<file path="src/rtl/ifetch_unit_pkg.sv">
// Shared definitions for the instruction fetch unit: FSM encoding,
// fault codes and the instruction word width.
package ifetch_unit_pkg;

  localparam int unsigned INSTR_W = 32;

  typedef logic [1:0] state_t;

  localparam state_t ST_IDLE  = 2'd0;
  localparam state_t ST_REQ   = 2'd1;
  localparam state_t ST_VALID = 2'd2;
  localparam state_t ST_ERR   = 2'd3;

  localparam logic [1:0] ERR_NONE     = 2'b00;
  localparam logic [1:0] ERR_TIMEOUT  = 2'b01;
  localparam logic [1:0] ERR_MISALIGN = 2'b10;

  // A fetch address is usable only when word aligned.
  function automatic logic is_aligned(input logic [1:0] lsb);
    return lsb == 2'b00;
  endfunction

endpackage

</file>
<file path="src/rtl/fetch_wdog.sv">
// Wait counter for an outstanding instruction fetch; expire flags the
// last cycle the fetch may wait before being declared timed out.
module fetch_wdog #(
  parameter int unsigned TIMEOUT_CYC = 16
) (
  input  logic clk,
  input  logic rst,
  input  logic clear,
  input  logic enable,
  output logic expire
);

  logic [7:0] count;

  // Count waiting cycles; clear wins over enable.
  always_ff @(posedge clk or posedge rst) begin
    if (rst) begin
      count <= '0;
    end else if (clear) begin
      count <= '0;
    end else if (enable) begin
      count <= count + 8'd1;
    end
  end

  assign expire = (count == 8'(TIMEOUT_CYC - 1));

endmodule

</file>
<file path="src/rtl/ifetch_unit.sv">
// Instruction fetch unit: issues one memory read per instruction, buffers
// the returned word for decode, and traps timeouts and misaligned PCs.
module ifetch_unit
  import ifetch_unit_pkg::*;
#(
  parameter int unsigned TIMEOUT_CYC = 16,
  parameter int unsigned RESET_HOLD  = 1
) (
  input  logic               clk,
  input  logic               rst,
  input  logic [INSTR_W-1:0] pc_in,
  output logic               pc_hold,
  input  logic               flush,
  output logic               mem_req,
  output logic [INSTR_W-1:0] mem_addr,
  input  logic               mem_ack,
  input  logic [INSTR_W-1:0] mem_rdata,
  output logic               ir_valid,
  input  logic               ir_ready,
  output logic [INSTR_W-1:0] ir_out,
  output logic [INSTR_W-1:0] ir_pc,
  output logic [INSTR_W-1:0] ir_pc4,
  output logic               fetch_err,
  output logic [1:0]         err_code
);

  state_t      state;
  state_t      state_nxt;
  logic [1:0]  err_nxt;
  logic        latch;
  logic        aligned;
  logic        expire;
  logic        hold_done;
  logic [15:0] hold_cnt;

  assign aligned   = is_aligned(pc_in[1:0]);
  assign hold_done = ({16'd0, hold_cnt} + 32'd1) >= RESET_HOLD;

  fetch_wdog #(
    .TIMEOUT_CYC (TIMEOUT_CYC)
  ) u_wdog (
    .clk    (clk),
    .rst    (rst),
    .clear  (flush || (state != ST_REQ)),
    .enable (state == ST_REQ),
    .expire (expire)
  );

  // Next-state decode; flush overrides every other condition.
  always_comb begin
    state_nxt = state;
    err_nxt   = err_code;
    latch     = 1'b0;
    if (flush) begin
      state_nxt = ST_REQ;
      err_nxt   = ERR_NONE;
    end else begin
      case (state)
        ST_IDLE: begin
          if (hold_done) state_nxt = ST_REQ;
        end
        ST_REQ: begin
          if (!aligned) begin
            state_nxt = ST_ERR;
            err_nxt   = ERR_MISALIGN;
          end else if (mem_ack) begin
            state_nxt = ST_VALID;
            latch     = 1'b1;
          end else if (expire) begin
            state_nxt = ST_ERR;
            err_nxt   = ERR_TIMEOUT;
          end
        end
        ST_VALID: begin
          if (ir_ready) state_nxt = ST_REQ;
        end
        default: ;
      endcase
    end
  end

  // State and fault code registers.
  always_ff @(posedge clk or posedge rst) begin
    if (rst) begin
      state    <= ST_IDLE;
      err_code <= ERR_NONE;
    end else begin
      state    <= state_nxt;
      err_code <= err_nxt;
    end
  end

  // Post-reset hold counter, only advances while idling.
  always_ff @(posedge clk or posedge rst) begin
    if (rst) begin
      hold_cnt <= '0;
    end else if (state == ST_IDLE && !hold_done) begin
      hold_cnt <= hold_cnt + 16'd1;
    end
  end

  // Instruction buffer, loaded on an accepted memory acknowledge.
  always_ff @(posedge clk or posedge rst) begin
    if (rst) begin
      ir_out <= '0;
      ir_pc  <= '0;
      ir_pc4 <= '0;
    end else if (latch) begin
      ir_out <= mem_rdata;
      ir_pc  <= pc_in;
      ir_pc4 <= pc_in + 32'd4;
    end
  end

  assign mem_addr  = pc_in;
  assign mem_req   = (state == ST_REQ) && aligned;
  assign ir_valid  = (state == ST_VALID);
  assign fetch_err = (state == ST_ERR);
  assign pc_hold   = rst || !(flush || ((state == ST_VALID) && ir_ready));

endmodule

</file>
<file path="config.mk">
export PLATFORM = sky130hd
export DESIGN_NAME = ifetch_unit
export DESIGN_NICKNAME = d
export VERILOG_FILES = /design/src/rtl/ifetch_unit_pkg.sv /design/src/rtl/fetch_wdog.sv /design/src/rtl/ifetch_unit.sv
export SDC_FILE = /design/constraint.sdc
export NUM_CORES = 1
export LEC_CHECK = 0
export CORE_MARGIN = 5
export CORE_UTILIZATION = 23
export DETAILED_ROUTE_END_ITERATION = 12
export PLACE_DENSITY = 0.46
export SKIP_LAST_GASP = 1
export SLEW_MARGIN = 10
export SYNTH_ARGS = -nofsm -noshare
export SYNTH_HDL_FRONTEND = slang
export SYNTH_SLANG_ARGS = --single-unit
</file>
<file path="constraint.sdc">
create_clock -name clk -period 4.1 [get_ports clk]
set_input_delay 0.82 -clock clk [delete_from_list [all_inputs] [get_ports clk]]
set_output_delay 0.82 -clock clk [all_outputs]
set_load 0.05 [all_outputs]
</file>
# After elaboration in Yosys (flattened, before gate mapping)
# Index checks and enable logic that the tools add are counted.
[totals]
register_bits = 124
output_inout_bits = 134
wordCells = 55
inputBits = 69
[classes]
add_sub_neg = 4
mux = 18
magnitude_cmp = 1
n_reduce_logical = 15
eq_ne = 10
[ops]
columns = ["op", "count"]
rows = [
  ["32-bit by 3-bit adder with 32-bit output (second input constant)", 1],
  ["2-bit 2-to-1 mux", 11],
  ["16-bit by 1-bit adder with 17-bit output (second input constant)", 1],
  ["17-bit by 1-bit greater-or-equal comparator with 1-bit output (second input constant)", 1],
  ["16-bit by 1-bit adder with 16-bit output (second input constant)", 1],
  ["8-bit 2-to-1 mux", 2],
  ["8-bit by 1-bit adder with 8-bit output (second input constant)", 1],
  ["8-bit by 4-bit equality test with 1-bit output (second input constant)", 1],
  ["3-bit by 2-bit inequality test with 1-bit output (second input constant)", 2],
  ["3-bit inequality test (second input constant)", 2],
  ["2-bit one-hot mux with 3 select lines", 1],
  ["5-bit inequality test (second input constant)", 1],
  ["2-bit equality test (second input constant)", 2],
  ["2-bit logical NOT", 2],
  ["1-bit 2-to-1 mux", 4],
  ["4-bit AND reduction", 1],
  ["2-bit nonzero test", 2],
  ["4-bit nonzero test", 1],
  ["1-bit logical AND", 3],
  ["1-bit logical OR", 3],
  ["3-bit AND reduction", 1],
  ["2-bit by 1-bit equality test with 1-bit output (second input constant)", 1],
  ["1-bit logical NOT", 2],
  ["2-bit by 1-bit inequality test with 1-bit output (second input constant)", 1],
]

# Depth between registers and ports, before layout
[depth]
depth_word = 6
mapped_depth = 7
depth_no_buf = 6

# By module
# From an unflattened synthesis, not the netlist that was laid out.
[unflattened]
hier_cells = 621
area_unflattened_um2 = 5683.0
[modules_own_cells]
columns = ["module", "area_each_um2", "cells_per_inst", "seq_area_each_um2", "n_inst"]
rows = [
  ["ifetch_unit", 5275.1, 581, 2852.7, 1],
  ["fetch_wdog", 407.9, 40, 200.2, 1],
]

# Worst setup path after synthesis
# OpenSTA, ideal clock, no wires.
[synth_timing]
path_kind = "in2out"
from = "in rst"
to = "out pc_hold"
path_buffers = 0
path_stages = 2
arrival_ns = 4.534
path_slack_ns = -1.254
cell_sequence = "inv_1 > nand2_1"
[synth_via]
elab_chain_cells = 1
[synth_rtl]
columns = ["element", "line_no", "text"]
rows = [
  ["from (decl)", "ifetch_unit.sv:10", "input logic rst,"],
  ["1-bit logical OR", "ifetch_unit.sv:119", "assign pc_hold = rst || !(flush || ((state == ST_VALID) && ir_ready));"],
  ["to (decl)", "ifetch_unit.sv:12", "output logic pc_hold,"],
]
# No other way between the ends.

# Worst setup path after layout
[layout_timing]
from = "in pc_in[22]"
to = "out mem_addr[22]"
[layout_lines]
columns = ["element", "line_no", "text"]
rows = [
  ["from (decl)", "ifetch_unit.sv:11", "input logic [INSTR_W-1:0] pc_in,"],
  ["to (decl)", "ifetch_unit.sv:15", "output logic [INSTR_W-1:0] mem_addr,"],
]
# No word-level cell between the ends.

==> results.md <==
| Item | Value | Unit |
|:---|:---|:---|
| Run status | finished, final reports clean | - |
| Critical path, cell by cell | clkdlybuf4s50_1 > clkdlybuf4s50_1 | - |
| Total grt overflow | 0 | - |
| Count of vias placed by the detailed router | 4667 | - |
| Transition time at the pin with the least slew margin | 0.692 | ns |
| Unique cell type count in the Yosys netlist | 41 | - |
| Static leakage power | 0.00374 | uW |
| Synthesized Nets | 706 | - |
| Drt first-iter violations | 189 | - |
| Worst slack, placed | 0.862 | ns |
| Final Slew Violations | 0 | - |
| Detailed placement HPWL | 12.7 | mm |
| Cell mode on critical path | sky130_fd_sc_hd__clkdlybuf4s50_1 | - |
| Core ar. | 24500 | um^2 |
| Worst Setup End Kind | primary output | - |
| Clock sink total | 122 | - |
| Arrival @ worst endpoint | 2.38 | ns |
| Post-CTS Setup Bufs | 0 | - |
| Unrepaired setup endpoints after global routing | false | - |
| Clock tree root buffer cell | sky130_fd_sc_hd__clkbuf_16 | - |
| Sequential cell area fraction in the yosys report | 53.3 | % |
| Area used by multi-input combinational logic | 2220 | um^2 |
| Number of synthesis warnings | 0 | - |
| Worst Hold Slack | 0.379 | ns |
| Average vias per placed instance | 4.14 | - |
| DRT antenna net count | 0 | - |
| Highest fanout seen on the critical path | 5 | - |
| Routed wire length | 17.8 | mm |
| Area overhead of the layout relative to synthesis | 47.6 | % |
| Number of endpoints with negative hold slack in the final report | 0 | - |
| Final nets | 862 | - |
| Total number of H-tree levels | 4 | - |
| CP Data Required Time | 3.28 | ns |
| Number of storage elements in the synthesis netlist | 122 | - |
| Critical path's slowest cell | sky130_fd_sc_hd__clkdlybuf4s50_1 | - |
| Largest net degree at the start of global routing | 123 | - |
| CTS hold repair buffers | 0 | - |
| Maximum resistive drop on vdd | 257 | uV |
| Via count of the first global-routing pass | 4744 | - |
| FILL cells | 2505 | - |
| Routed wire length per instance | 15.8 | um |
| Path category of the worst min-delay check | register to register | - |
| I/O pin count | 203 | - |
| Antenna violations before repair | 1 | - |
| Netlist Area Pre-Place | 5730 | um^2 |
| Die Wd | 168 | um |
| Overall power consumption | 4780 | uW |
| Final min period | 3.20 | ns |
| Max capacitance violation total | 0 | - |
| Cell class contributing the biggest share of worst-path delay | buffers and inverters | - |
| Wire length of the first global-routing pass | 28.0 | mm |
| Clock transition at the registers of the reported paths | 0.06 | ns |
| Detailed-routing iteration count for the pre-antenna-repair pass | 4 | - |
| Largest incremental delay on the critical path | 0.88 | ns |
| Count of buffer and inverter cells on the critical path | 2 | - |
| Clock latency on the worst-skew pair | 0.42 | ns |
| Total global routing track utilization | 12.8 | % |
| Critical path type | input pin to primary output | - |
| Launching element type of the critical path | input pin | - |
| TritonCTS clock tree | yes | - |
| Post-layout worst setup margin | 0.898 | ns |
| Number of buffers inserted by port buffering | 202 | - |
| Total die area | 28200 | um^2 |
| Period Utilization, post-route | 78.1 | % |
| Initial Util | 23.4 | % |
| # DRC | 0 | - |
| Ratio of cells with drive above 1 in the final layout | 6.74 | % |
| Final worst clock skew | 0.00979 | ns |
| Cts bufs inserted | 17 | - |
| Die extent in y | 168 | um |
| Power Dens Cells | 565 | nW/um^2 |
| Average cell area after synthesis | 9.05 | um^2 |
| Final core utilization | 34.6 | % |
| Final GP Congestion | 0.762 | - |
| Maximum achievable frequency | 312 | MHz |
| Worst rel slew slack | 53.9 | % |
| Number of rows created at floorplan | 57 | - |
| Clock tree buffer depth | 2 | - |
| Register area | 3050 | um^2 |
| Post-synthesis cell count | 633 | - |
| Total setup violations reported at the end of the flow | 0 | - |
| # resized after CTS | 0 | - |
## path summary, 6_finish.rpt
path | from | cells after the start | slack, ns | endpoint
worst max-delay path | pc_in[22] | 2 | 0.90 | mem_addr[22]
worst min-delay path | hold_cnt[15]$_DFFE_PP0P_ | 0 | 0.38 | hold_cnt[15]$_DFFE_PP0P_
worst max register to register | hold_cnt[0]$_DFFE_PP0P_ | 6 | 1.95 | hold_cnt[0]$_DFFE_PP0P_
worst min register to register | hold_cnt[15]$_DFFE_PP0P_ | 0 | 0.38 | hold_cnt[15]$_DFFE_PP0P_
max in group asynchronous | rst | 3 | 2.60 | ir_pc[19]$_DFFE_PP0P_
min in group asynchronous | rst | 3 | 0.99 | ir_out[19]$_DFFE_PP0P_
## cells in the final DEF (no fill, tap or decap), types with 5 or more instances in the layout
cell type and instances:
sky130_fd_sc_hd__a21oi_1 7, sky130_fd_sc_hd__and2_1 6, sky130_fd_sc_hd__and3_1 8, sky130_fd_sc_hd__and4_1 5, sky130_fd_sc_hd__buf_4 7, sky130_fd_sc_hd__clkbuf_16 17
sky130_fd_sc_hd__clkdlybuf4s50_1 201, sky130_fd_sc_hd__dfrtp_1 122, sky130_fd_sc_hd__inv_1 9, sky130_fd_sc_hd__nand2_1 226, sky130_fd_sc_hd__nand3_1 16, sky130_fd_sc_hd__nand4_1 7
sky130_fd_sc_hd__nor2_1 22, sky130_fd_sc_hd__nor3_1 13, sky130_fd_sc_hd__nor4_1 7, sky130_fd_sc_hd__nor4_2 5, sky130_fd_sc_hd__o21ai_0 23, sky130_fd_sc_hd__o21ai_1 9
sky130_fd_sc_hd__xnor2_1 24, sky130_fd_sc_hd__xor2_1 12
## state kept, by name, indices dropped and copies added (netlist names)
name	count
ir_pc	32
ir_pc4	30
err_code	2
ir_out	32
state	2
hold_cnt	16
u_wdog.count	8
## final cells by class
| cell class | instances | area share [%] |
|---|---|---|
| Sequential cell | 122 | 36.1 |
| Clock buffer | 19 | 5.24 |
| Timing Repair Buffer | 210 | 24.9 |
| Tap cell | 324 | 4.79 |
| Inverter | 10 | 0.488 |
| Clock inverter | 12 | 2.22 |
| Antenna cell | 1 | 0.0296 |
| Multi-Input combinational cell | 428 | 26.3 |
## layer usage
metal | up-vias | global-route usage (%) | wire (um)
met5 | - | 0 | 0
met4 | 0 | 3.25 | 160
met3 | 12 | 4.90 | 1370
met2 | 150 | 20.7 | 8640
met1 | 2169 | 16.0 | 7670
li1 | 2336 | - | -
## per-stage QoR
| stage | setup TNS, ns | instance area (um^2) | cells |
|---|---|---|---|
| after floorplan | -0.192 | 5740 | 633 |
| after global placement | 0 | 7830 | 1094 |
| after detailed placement | 0 | 7830 | 1094 |
| after CTS | 0 | 8460 | 1125 |
| after global routing | 0 | 8460 | 1126 |
| final | 0 | 8460 | 1126 |
## cells in the mapped netlist
cell type	n	share of area, %
sky130_fd_sc_hd__nand4_2	2	0.44
sky130_fd_sc_hd__nor3b_1	1	0.13
sky130_fd_sc_hd__a211oi_1	2	0.26
sky130_fd_sc_hd__a211o_1	3	0.46
sky130_fd_sc_hd__or3b_2	1	0.15
sky130_fd_sc_hd__o31a_1	3	0.46
sky130_fd_sc_hd__nor2_4	1	0.20
sky130_fd_sc_hd__buf_4	36	4.7
sky130_fd_sc_hd__a31o_1	1	0.15
sky130_fd_sc_hd__and2_1	6	0.65
sky130_fd_sc_hd__o21a_1	2	0.26
sky130_fd_sc_hd__a31oi_1	4	0.44
sky130_fd_sc_hd__ha_1	4	0.87
sky130_fd_sc_hd__buf_2	18	1.6
sky130_fd_sc_hd__and4_1	5	0.76
sky130_fd_sc_hd__nor4_1	7	0.76
sky130_fd_sc_hd__nor2b_1	2	0.22
sky130_fd_sc_hd__o21ai_0	23	2.0
sky130_fd_sc_hd__nand3_1	17	1.5
sky130_fd_sc_hd__or3_1	1	0.11
sky130_fd_sc_hd__nor3_1	13	1.1
sky130_fd_sc_hd__nand2b_1	2	0.22
sky130_fd_sc_hd__nand4_4	1	0.37
sky130_fd_sc_hd__a21oi_1	7	0.61
sky130_fd_sc_hd__o22a_1	1	0.15
sky130_fd_sc_hd__nor2_1	22	1.4
sky130_fd_sc_hd__inv_1	10	0.65
sky130_fd_sc_hd__xnor2_1	24	3.7
sky130_fd_sc_hd__clkbuf_1	19	1.2
sky130_fd_sc_hd__a31o_2	1	0.15
sky130_fd_sc_hd__nor4_2	5	1.1
sky130_fd_sc_hd__nand4_1	7	0.76
sky130_fd_sc_hd__dfrtp_1	122	53
sky130_fd_sc_hd__mux2_2	1	0.20
sky130_fd_sc_hd__xor2_1	12	1.8
sky130_fd_sc_hd__nand2_1	226	15
sky130_fd_sc_hd__or3b_1	1	0.15
sky130_fd_sc_hd__o21ai_1	9	0.79
sky130_fd_sc_hd__nor3b_2	1	0.22
sky130_fd_sc_hd__and3_1	8	0.87
sky130_fd_sc_hd__a21o_1	2	0.26
## cell families (layout without fill, tap and decap cells)
group                      after synthesis  in the layout  share of synthesized area, %
and+or+nand+nor                        329            329                          26.0
DFF                                    122            122                          53.3
buffers and inverters                   83            251                          8.19
AOI/OAI and AO/OA                       58             58                          6.00
xor gates and xnor gates                36             36                          5.50
adders and majority gates                4              4                         0.873
muxes                                    1              1                         0.196
other                                    0              1                             0
## where the power goes
group / internal [uW] / switching (uW)
Combinational: 517 / 1110
Clock: 1040 / 587
Sequential: 1410 / 112
(Power assumes the default switching activity.)
==> RTL edit (same flow settings) <==
Register the output `fetch_err`, with the module's reset; this adds one clock of latency there. The other outputs are not delayed to match.
--- a/src/rtl/ifetch_unit.sv
+++ b/src/rtl/ifetch_unit.sv
@@ -115,7 +115,13 @@
   assign mem_addr  = pc_in;
   assign mem_req   = (state == ST_REQ) && aligned;
   assign ir_valid  = (state == ST_VALID);
-  assign fetch_err = (state == ST_ERR);
+  always_ff @(posedge clk or posedge rst) begin
+    if (rst) begin
+      fetch_err <= '0;
+    end else begin
+      fetch_err <= (state == ST_ERR);
+    end
+  end
   assign pc_hold   = rst || !(flush || ((state == ST_VALID) && ir_ready));
 
 endmodule
Behaviour: not the same (Yosys sat finds a counterexample within 4 cycles, from zero or initial values and one cycle with rst high).
==> RTL edit against the unedited design <==
Setup slack worse by 0.054 ns. Final area down 0.40%. Non-clock buffer count up 1. Sequential share of layout area up 0.44 points. Power down 3.2%. Routed wire length down 0.47%. Utilization down 0.73 points. First-iteration DRC count down 12%. Final cell count up 0.71%. Largest power group unchanged. Area after synthesis up 0.44%. Clock power down 10%. Global-route usage down 0.086 points. Sequential cell count up 1.
==> RTL edit: results (changes against the unedited design) <==
Run status
  – Outcome: finished clean

Synthesis
  – Post-synthesis adder-cell area fraction: 0.00869 (-0.0000380)
  – Compound-Gate Fraction of Synth Area: 0.0598 (-0.000261)
  – Mux cell area share after synthesis: 0.00196 (-0.00000854)
  – Unique masters post-synth: 41 (unchanged)
  – Syn_area_per_cell: 9.08 um2 (+0.28%)
  – Synth Area in XOR/XNOR: 0.0548 (-0.000239)
  – Synth Register Bits: 123 (+0.82%)
  – Post-synthesis sequential area ratio: 0.535 (+0.00203)
  – Most frequent cell after synthesis: nand2_1
  – Post-synthesis cell count: 634 (+0.16%)
  – Synthesized net count: 707 (+0.14%)
  – Ys async rst share: 1.00 (unchanged)
  – Ys Warns: 0 (unchanged)
  – Top cells by area, synth: dfrtp_1 (53%), nand2_1 (15%), buf_4 (4.7%)
  – Post-synth top cells: nand2_1 (226), dfrtp_1 (123), buf_4 (36), xnor2_1 (24), o21ai_0 (23)

Cells and area
  – Inverter count: 10 (unchanged)
  – ANT cells: 0 (-1)
  – Multi-input logic area: 2220 um2 (unchanged)
  – Non-CTS buffers: 211 (+0.48%)
  – Comb_multi_in: 428 (unchanged)
  – Nets: 864 (+0.23%)
  – Biggest regs: ir_out x32, ir_pc x32, ir_pc4 x30
  – Share of cells above drive strength 1: 0.0697 (+0.00224)
  – FF/Latch Area: 3080 um2 (+0.82%)
  – ClkCell Share: 0.0676 (-0.00698)
  – CLK BUF: 19 (unchanged)
  – Final non-filler cell total: 1134 (+0.71%)
  – Fillers: 2554 (+2.0%)
  – Fraction of area in non-clock buffers: 0.249 (+0.000701)

Placed design
  – # port buffers: 202 (unchanged)
  – Setup WS pre-CTS: 0.861 ns (-0.00113 ns)
  – Final RePlAce weighted congestion: 0.743 (-2.5%)
  – Dpl cell area: 7860 um2 (+0.38%)
  – Detailed Place HPWL: 12800 um (+0.22%)

Hold path
  – Worst Hold Class: reg -> reg

Global route
  – Initial antenna violation count: 0 (-1)
  – GR Util All Layers: 0.127 (-0.000860)
  – Largest net degree at the start of global routing: 70 (-43%)
  – First-pass GRT wire length: 28100 um (+0.30%)

Setup path
  – Cell family with most CP delay: buffers and inverters
  – Worst path slowest cell: clkdlybuf4s50_1
  – CP max FO: 8 (+3)
  – Max incr delay on CP: 0.79 ns (-0.09 ns)
  – Arr. time, crit path: 2.44 ns (+0.06 ns)

Drt
  – Detailed Routing Iterations Pass 1: 4 (unchanged)
  – DR iter-0 viols: 166 (-12%)
  – Via count: 4751 (+1.8%)
  – Routed wire per std cell: 15.7 um (-1.2%)

CTS
  – CTS Root Cell: clkbuf_16
  – Skew-Pair Late Insertion Delay: 0.41 ns
  – Post-cts sizing count: 0 (unchanged)
  – CTS Buf Count: 17 (unchanged)
  – Clock transition at the registers of the reported paths: 0.06 ns (about the same)
  – Setup Fix Bufs, Post-CTS: 0 (unchanged)
  – H-tree depth: 4 (unchanged)

Timing
  – Worst clock skew: 0.0124 ns (+0.00257 ns)
  – Worst-Margin Slew: 0.904 ns (+0.212 ns)

Power
  – Worst vdd ir: 222 uV (-14%)
  – Leak: 3.72 nW (-0.34%)
[RTL edit: changes by cell type after synthesis, sizes merged]
cell / unedited run / this run
dfrtp: 122 / 123
[RTL edit: per-stage QoR]
| step | setup TNS, ns | util |
|---|---|---|
| detailed placement | 0 | 0.316 |
| CTS | 0 | 0.338 |
| global route | 0 | 0.338 |
| finish | 0 | 0.338 |
| global placement | 0 | 0.316 |
| floorplan | -0.210 | - |
[RTL edit: cell families (layout without fill, tap and decap cells)]
| group | after synthesis | in the layout |
|---|---|---|
| fa+ha+maj | 4 | 4 |
| flops | 123 | 123 |
| mux | 1 | 1 |
| xor+xnor | 36 | 36 |
| simple gates | 329 | 329 |
| compound gates | 58 | 58 |
| buf+inv | 83 | 253 |
[RTL edit: layer usage]
layer / wire length [um] / GRT usage / share of wire
met1: 7770 / 0.160 / 0.44
met2: 8350 / 0.201 / 0.47
met3: 1370 / 0.0519 / 0.077
met4: 276 / 0.0328 / 0.016
met5: 0 / 0 / 0
[RTL edit: path summary, 6_finish.rpt]
| path | depth (start not counted) | slack [ns] | startpoint | endpoint |
|---|---|---|---|---|
| worst max register to register | 5 | 1.92 | state[0] | ir_pc4[2] |
| worst max-delay path | 4 | 0.84 | flush | pc_hold |
| max in group asynchronous | 4 | 1.63 | rst | ir_pc[28] |
| worst min register to register | 0 | 0.38 | hold_cnt[15] | hold_cnt[15] |
| min in group asynchronous | 3 | 1.04 | rst | ir_out[24] |
| worst min-delay path | 0 | 0.38 | hold_cnt[15] | hold_cnt[15] |
[RTL edit: report_power, final]
part | switching (W) | internal, W | total (W)
registers | 0.000115 | 0.00142 | 0.00154
logic | 0.00111 | 0.000517 | 0.00163
clock network | 0.000590 | 0.000869 | 0.00146
